===== src/rtl/alu_seq_top.sv =====
// alu_seq_top -- sequential unsigned ALU with registered operands.
//
// Operands are held in registers A and B, written from in_a / in_b by the
// level-sensitive load_a / load_b strobes while the unit is idle. A start
// request in IDLE snapshots op, A and B into working registers.
//
// Add, sub and divide-by-zero finish in one cycle. Multiply (shift-add) and
// divide (restoring) take WIDTH iterations, one bit per cycle. Results are
// written to result/flag only on the edge that enters DONE.
//
// State table:
//   IDLE | waiting for start; operand loads accepted
//   CALC | iterating mul/div; one bit per cycle, cnt counts down to 1
//   DONE | one-cycle done pulse; result/flag just updated
//
// Ports:
//   clk, rst        rising-edge clock, asynchronous active-high reset
//   in_a, in_b      operand data (WIDTH bits)
//   load_a, load_b  load A/B from in_a/in_b at the edge (IDLE only)
//   op              00 add, 01 sub, 10 mul, 11 div (sampled with start)
//   start           operation request (sampled in IDLE only)
//   busy            high whenever not IDLE
//   done            one-cycle pulse when result/flag update
//   result          last completed result (2*WIDTH bits)
//   flag            carry / borrow / mul overflow / divide-by-zero
module alu_seq_top #(
  parameter int WIDTH = 8
) (
  input  logic                 clk,
  input  logic                 rst,
  input  logic [WIDTH-1:0]     in_a,
  input  logic [WIDTH-1:0]     in_b,
  input  logic                 load_a,
  input  logic                 load_b,
  input  logic [1:0]           op,
  input  logic                 start,
  output logic                 busy,
  output logic                 done,
  output logic [2*WIDTH-1:0]   result,
  output logic                 flag
);

  localparam int CW = $clog2(WIDTH + 1);

  localparam logic [1:0] OP_ADD = 2'b00;
  localparam logic [1:0] OP_SUB = 2'b01;
  localparam logic [1:0] OP_MUL = 2'b10;
  localparam logic [1:0] OP_DIV = 2'b11;

  typedef enum logic [1:0] {
    S_IDLE = 2'b00,
    S_CALC = 2'b01,
    S_DONE = 2'b10
  } state_t;

  state_t state, state_nxt;

  logic [WIDTH-1:0]   a_reg, b_reg;
  logic [1:0]         op_w;
  logic [2*WIDTH-1:0] wa;    // multiplicand, shifted left each mul step
  logic [WIDTH-1:0]   wb;    // multiplier (shifted right) or divisor
  logic [2*WIDTH-1:0] acc;   // mul: partial product; div: {remainder, quotient}
  logic [CW-1:0]      cnt;

  logic multi_cycle;
  logic [WIDTH:0]     sum_ab;
  logic [WIDTH:0]     dif_ab;
  logic [2*WIDTH-1:0] quick_res;
  logic               quick_flag;

  logic [2*WIDTH-1:0] mul_acc_nxt;
  logic [WIDTH:0]     rem_sh;
  logic               div_ge;
  logic [WIDTH-1:0]   rem_nxt;
  logic [2*WIDTH-1:0] div_acc_nxt;
  logic [2*WIDTH-1:0] iter_acc;
  logic               iter_flag;

  // Only mul and a real divide need the iterative path.
  assign multi_cycle = (op == OP_MUL) || ((op == OP_DIV) && (b_reg != '0));

  // Single-cycle results, computed straight from the operand registers so
  // they are ready at the start edge.
  always_comb begin
    sum_ab     = {1'b0, a_reg} + {1'b0, b_reg};
    dif_ab     = {1'b0, a_reg} - {1'b0, b_reg};
    quick_res  = '0;
    quick_flag = 1'b0;
    case (op)
      OP_ADD: begin
        quick_res  = {{(WIDTH-1){1'b0}}, sum_ab};
        quick_flag = sum_ab[WIDTH];
      end
      OP_SUB: begin
        quick_res  = {{WIDTH{1'b0}}, dif_ab[WIDTH-1:0]};
        quick_flag = dif_ab[WIDTH];   // wraps negative exactly when A < B
      end
      default: begin
        // divide by zero: result forced to zero, flag raised
        quick_res  = '0;
        quick_flag = 1'b1;
      end
    endcase
  end

  // One iteration of shift-add multiply or restoring divide.
  always_comb begin
    mul_acc_nxt = wb[0] ? (acc + wa) : acc;

    // Shift the next dividend bit into the partial remainder and try to
    // subtract the divisor; the remainder always fits back in WIDTH bits.
    rem_sh      = {acc[2*WIDTH-1:WIDTH], acc[WIDTH-1]};
    div_ge      = (rem_sh >= {1'b0, wb});
    rem_nxt     = div_ge ? (rem_sh[WIDTH-1:0] - wb) : rem_sh[WIDTH-1:0];
    div_acc_nxt = {rem_nxt, acc[WIDTH-2:0], div_ge};

    if (op_w == OP_MUL) begin
      iter_acc  = mul_acc_nxt;
      iter_flag = |mul_acc_nxt[2*WIDTH-1:WIDTH];
    end else begin
      iter_acc  = div_acc_nxt;
      iter_flag = 1'b0;
    end
  end

  // State register
  always_ff @(posedge clk or posedge rst) begin
    if (rst) begin
      state <= S_IDLE;
    end else begin
      state <= state_nxt;
    end
  end

  // Next-state logic
  always_comb begin
    state_nxt = state;
    case (state)
      S_IDLE: begin
        if (start) begin
          state_nxt = multi_cycle ? S_CALC : S_DONE;
        end
      end
      S_CALC: begin
        if (cnt == CW'(1)) begin
          state_nxt = S_DONE;
        end
      end
      S_DONE:  state_nxt = S_IDLE;
      default: state_nxt = S_IDLE;
    endcase
  end

  // Outputs
  always_comb begin
    busy = (state != S_IDLE);
    done = (state == S_DONE);
  end

  // Operand, working and result registers
  always_ff @(posedge clk or posedge rst) begin
    if (rst) begin
      a_reg  <= '0;
      b_reg  <= '0;
      op_w   <= '0;
      wa     <= '0;
      wb     <= '0;
      acc    <= '0;
      cnt    <= '0;
      result <= '0;
      flag   <= 1'b0;
    end else begin
      case (state)
        S_IDLE: begin
          if (load_a) a_reg <= in_a;
          if (load_b) b_reg <= in_b;
          if (start) begin
            // Uses pre-edge A/B even if a load lands on the same edge.
            op_w <= op;
            wa   <= {{WIDTH{1'b0}}, a_reg};
            wb   <= b_reg;
            acc  <= (op == OP_DIV) ? {{WIDTH{1'b0}}, a_reg} : '0;
            cnt  <= CW'(WIDTH);
            if (!multi_cycle) begin
              result <= quick_res;
              flag   <= quick_flag;
            end
          end
        end
        S_CALC: begin
          cnt <= cnt - CW'(1);
          acc <= iter_acc;
          if (op_w == OP_MUL) begin
            wa <= wa << 1;
            wb <= wb >> 1;
          end
          if (cnt == CW'(1)) begin
            result <= iter_acc;
            flag   <= iter_flag;
          end
        end
        default: begin
        end
      endcase
    end
  end

endmodule


===== config.mk =====
export PLATFORM = sky130hd
export DESIGN_NAME = alu_seq_top
export DESIGN_NICKNAME = d
export VERILOG_FILES = /design/src/rtl/alu_seq_top.sv
export SDC_FILE = /design/constraint.sdc
export NUM_CORES = 1
export LEC_CHECK = 0
export BUFFER_PORTS_ARGS = -buffer_cell sky130_fd_sc_hd__clkbuf_2
export CAP_MARGIN = 10
export CORE_MARGIN = 2
export CORE_UTILIZATION = 25
export DETAILED_ROUTE_END_ITERATION = 16
export SLEW_MARGIN = 20
export SYNTH_ARGS = -nofsm -noshare
export SYNTH_HDL_FRONTEND = slang
export SYNTH_SLANG_ARGS = --single-unit

===== constraint.sdc =====
create_clock -name clk -period 4.6 [get_ports clk]
set_input_delay 0.46 -clock clk [delete_from_list [all_inputs] [get_ports clk]]
set_output_delay 0.46 -clock clk [all_outputs]
set_load 0.05 [all_outputs]

==> qor.txt <==
======================================================================================================
Buffer count from post-CTS setup fixing                                                              0
Maximum number of pins on one net before global-route repair                                        44
Non-filler cells in the finished layout                                                            958
Registers with the highest flip-flop counts                                               acc x16, result x16, wa x16
CTS root buf                                                                              sky130_fd_sc_hd__clkbuf_16
Dominant cells by area after synthesis                                                    sky130_fd_sc_hd__dfrtp_1, sky130_fd_sc_hd__ha_1, sky130_fd_sc_hd__nand2_1
Residual overflow from global routing                                                                0
Actual transition at the worst max-transition pin                                             0.963 ns
WP data arrival                                                                                3.44 ns
Highest-count cells in the layout ignoring fill and taps                                  sky130_fd_sc_hd__nand2_1, sky130_fd_sc_hd__dfrtp_1, sky130_fd_sc_hd__o21ai_0
Number of buffers between clock root and the deepest sink                                            2
Net Switching                                                                                  2390 uW
Largest driver fanout on the critical path                                                           4
Achievable Freq                                                                              0.312 GHz
Worst flop-to-flop path startpoint                                                        acc[0]$_DFFE_PP0P_
Master of the slowest instance on the critical path                                       sky130_fd_sc_hd__a2111oi_4
Syn Nets                                                                                           713
Crit-path cells                                                                           ha_1, fa_1, a211o_1, a2111oi_4, o21bai_2, a211o_1, a211oi_2, nand4b_1, nor4_1, a21oi_1
Die X                                                                                           153 um
Area taken by multi-input logic gates                                                         3320 um2
Share of total power consumed by net switching                                                   48.9%
Number of enable flip-flop cells after synthesis                                                     0
Setup TNS after final layout                                                                      0 ns
Post-DP HPWL                                                                                  11100 um
Worst R2R End                                                                             flag$_DFFE_PP0P_
Die area                                                                                     23500 um2
Area growth from synthesis to final layout                                                       14.6%
Reported leakage power                                                                      0.00290 uW
Antenna Nets Post-Route                                                                              0
Number of antenna cells inserted                                                                     0
Crit path largest cell delay                                                                   0.45 ns
Final setup violating endpoints                                                                      0
Cell area after synthesis                                                                     5560 um2
Largest area contributor in the netlist                                                   sky130_fd_sc_hd__dfrtp_1
Int Pwr                                                                                        2500 uW
Drt wl/cell                                                                                    15.7 um
Cts-stage hold buffer count                                                                          0
CTS Buf Count                                                                                        9
Worst slew margin relative to its limit                                                          35.8%
Clock insertion delay at the later pin of the skew report                                      0.35 ns
Worst-case hold slack                                                                         0.214 ns
Share of power burned in the clock network                                                       15.4%
Number of antenna violations at the first check in global routing                                    0
Total via count after detailed routing                                                            4753
Initial cell density of the core                                                                 25.5%
Cell repeated most along the worst path                                                   sky130_fd_sc_hd__a211o_1
Worst R2R Path Depth                                                                                10
Setup CP Type                                                                             flop to flop
Post-synth ARST share                                                                             100%
Flip-flop cell with the highest count after synthesis                                     sky130_fd_sc_hd__dfrtp_1
Number of failing hold endpoints at the final stage                                                  0
Gr usage total                                                                                   13.3%
Detailed-route vias per instance                                                                  4.96
Remaining DRCs                                                                                       0
Path category of the worst min-delay check                                                input port to asynchronous set/reset pin
Run status                                                                                finished, final reports clean
Most common cell after layout, fill and taps aside                                        sky130_fd_sc_hd__nand2_1
Top Ports                                                                                           42
Total count of max-transition violations in the final report                                         0
Number of nets in the layout                                                                       741
Worst setup skew after layout                                                               0.00625 ns
# Max-Cap Violations                                                                                 0
PortBufs                                                                                            41
Wire length of the first global-routing pass                                                  24900 um
Gate power share                                                                                 57.6%
Family with the most delay on the worst path                                              compound AO/OA/AOI/OAI gates
Core footprint                                                                               21800 um2
Fraction of final layout cells with drive strength greater than 1                                12.2%
Startpoint class of the critical path                                                             flop
Register-to-register setup slack                                                               1.39 ns
Final weighted congestion in routability-driven placement                                        0.853
Post-layout min period                                                                         3.21 ns
Unique masters post-synth                                                                           58
Worst path required time                                                                       4.83 ns
Number of core rows                                                                                 54
Final critical-path share of the clock period                                                    69.7%
Crit end category                                                                                 flop
Die Height                                                                                      153 um
Via count of the first global-routing pass                                                        4451
Unrepaired setup endpoints after global routing                                                     no
Cell count after placement                                                                         942
Peak supply drop                                                                              0.429 mV
P per Cell Area                                                                             766 nW/um2
TritonCTS Sinks                                                                                     81
Count of synthesis-stage warnings from yosys                                                         0
Proportion of power drawn by flip-flops and latches                                              27.0%
Post-synthesis area per instance                                                              8.63 um2
Syn Inst Count                                                                                     645
Clock transition at the register clock pins on the worst setup and hold paths after CTS        0.06 ns
Number of iterations in the first detailed-routing pass                                              5
Resized cells post-CTS                                                                               0
Area share of the leading cell type in the synthesized netlist                                   36.4%
First DRT Iteration DRCs                                                                           324
Crit path buf inv count                                                                              0
Synthesized flop and latch total                                                                    81
Clock H-tree levels                                                                                  3
Routed wire length                                                                            15000 um
Clock tree from TritonCTS                                                                         done
Total area of sequential cells                                                                2030 um2
Number of filler cells placed in the layout                                                       2341
Post-synthesis sequential area ratio                                                             36.4%
======================================================================================================
## area by class of cell
| cell class | count | area share (%) |
|---|---|---|
| clock buffer | 10 | 3.75 |
| sequential | 81 | 31.8 |
| clock inverter | 6 | 1.06 |
| inverter | 33 | 1.96 |
| multi-input combinational | 501 | 52.0 |
| tap | 280 | 5.50 |
| timing repair buffer | 47 | 3.93 |
## power by group through the flow
stage	logic (uW)	registers, uW	clock network (uW)
finish	2810	1320	753
global route	3140	1360	800
CTS	2810	1320	771
detailed placement	2790	1340	0
global placement	2770	1330	0
floorplan	2040	1360	0
## worst reg2reg max path, stage by stage (launching register included)
cell and delay, ns:
sky130_fd_sc_hd__dfrtp_1 0.41, sky130_fd_sc_hd__ha_1 0.23, sky130_fd_sc_hd__fa_1 0.43, sky130_fd_sc_hd__a211o_1 0.40
sky130_fd_sc_hd__a2111oi_4 0.45, sky130_fd_sc_hd__o21bai_2 0.15, sky130_fd_sc_hd__a211o_1 0.28, sky130_fd_sc_hd__a211oi_2 0.23
sky130_fd_sc_hd__nand4b_1 0.13, sky130_fd_sc_hd__nor4_1 0.27, sky130_fd_sc_hd__a21oi_1 0.10
## per-layer routing
metal  track usage, %  wire length (um)
met1             18.6              7350
met2             20.4              6750
met3             2.98               623
met4             4.01               299
met5                0                 0
## synthesized netlist by cell type (5+ instances only)
master                     instances
sky130_fd_sc_hd__nand2_1          90
sky130_fd_sc_hd__ha_1             41
sky130_fd_sc_hd__nor2b_1          12
sky130_fd_sc_hd__a211oi_1         22
sky130_fd_sc_hd__a221o_1           6
sky130_fd_sc_hd__xor2_1            5
sky130_fd_sc_hd__xnor2_1          13
sky130_fd_sc_hd__nor3_1            9
sky130_fd_sc_hd__o21ai_0          66
sky130_fd_sc_hd__mux2_2            7
sky130_fd_sc_hd__nand3_1          11
sky130_fd_sc_hd__a211o_1           8
sky130_fd_sc_hd__and2_1            6
sky130_fd_sc_hd__clkbuf_1         26
sky130_fd_sc_hd__mux2i_1          19
sky130_fd_sc_hd__inv_1            32
sky130_fd_sc_hd__nand2b_1          9
sky130_fd_sc_hd__nor2_1           48
sky130_fd_sc_hd__o211ai_1          5
sky130_fd_sc_hd__a21o_1            8
sky130_fd_sc_hd__a21oi_1          37
sky130_fd_sc_hd__o21ai_1           7
sky130_fd_sc_hd__o21a_1            8
sky130_fd_sc_hd__dfrtp_1          81
sky130_fd_sc_hd__a31oi_1           7
## logic make-up after synthesis
group / synth area share (%)
AO/OA/AOI/OAI: 24.2
AND/OR/NAND/NOR: 16.8
flip-flops: 36.4
adder cells (fa/ha/maj): 10.7
multiplexers: 4.83
buffers and inverters: 4.25
XOR/XNOR: 2.83
## worst max path at each step
| stage | start | end | slack, ns | depth (start not counted) |
|---|---|---|---|---|
| after floorplan | wa[0]$_DFFE_PP0P_ | flag$_DFFE_PP0P_ | 1.65 | 10 |
| after global placement | wa[0]$_DFFE_PP0P_ | flag$_DFFE_PP0P_ | 1.43 | 10 |
| after detailed placement | wa[0]$_DFFE_PP0P_ | flag$_DFFE_PP0P_ | 1.44 | 10 |
| after CTS | acc[0]$_DFFE_PP0P_ | flag$_DFFE_PP0P_ | 1.41 | 10 |
| after global routing | acc[0]$_DFFE_PP0P_ | flag$_DFFE_PP0P_ | 1.27 | 10 |
| final | acc[0]$_DFFE_PP0P_ | flag$_DFFE_PP0P_ | 1.39 | 10 |
## stage by stage
step / utilization, % / total power, uW / setup slack (ns) / cell area (um2)
after CTS: 29.2 / 4900 / 1.41 / 6370
final: 29.2 / 4880 / 1.39 / 6370
after global placement: 27.8 / 4100 / 1.43 / 6070
after detailed placement: 27.8 / 4130 / 1.44 / 6070
after global routing: 29.2 / 5300 / 1.27 / 6370
after floorplan: - / 3400 / 1.65 / 5560
No activity file was read; power rests on OpenSTA's default activity.
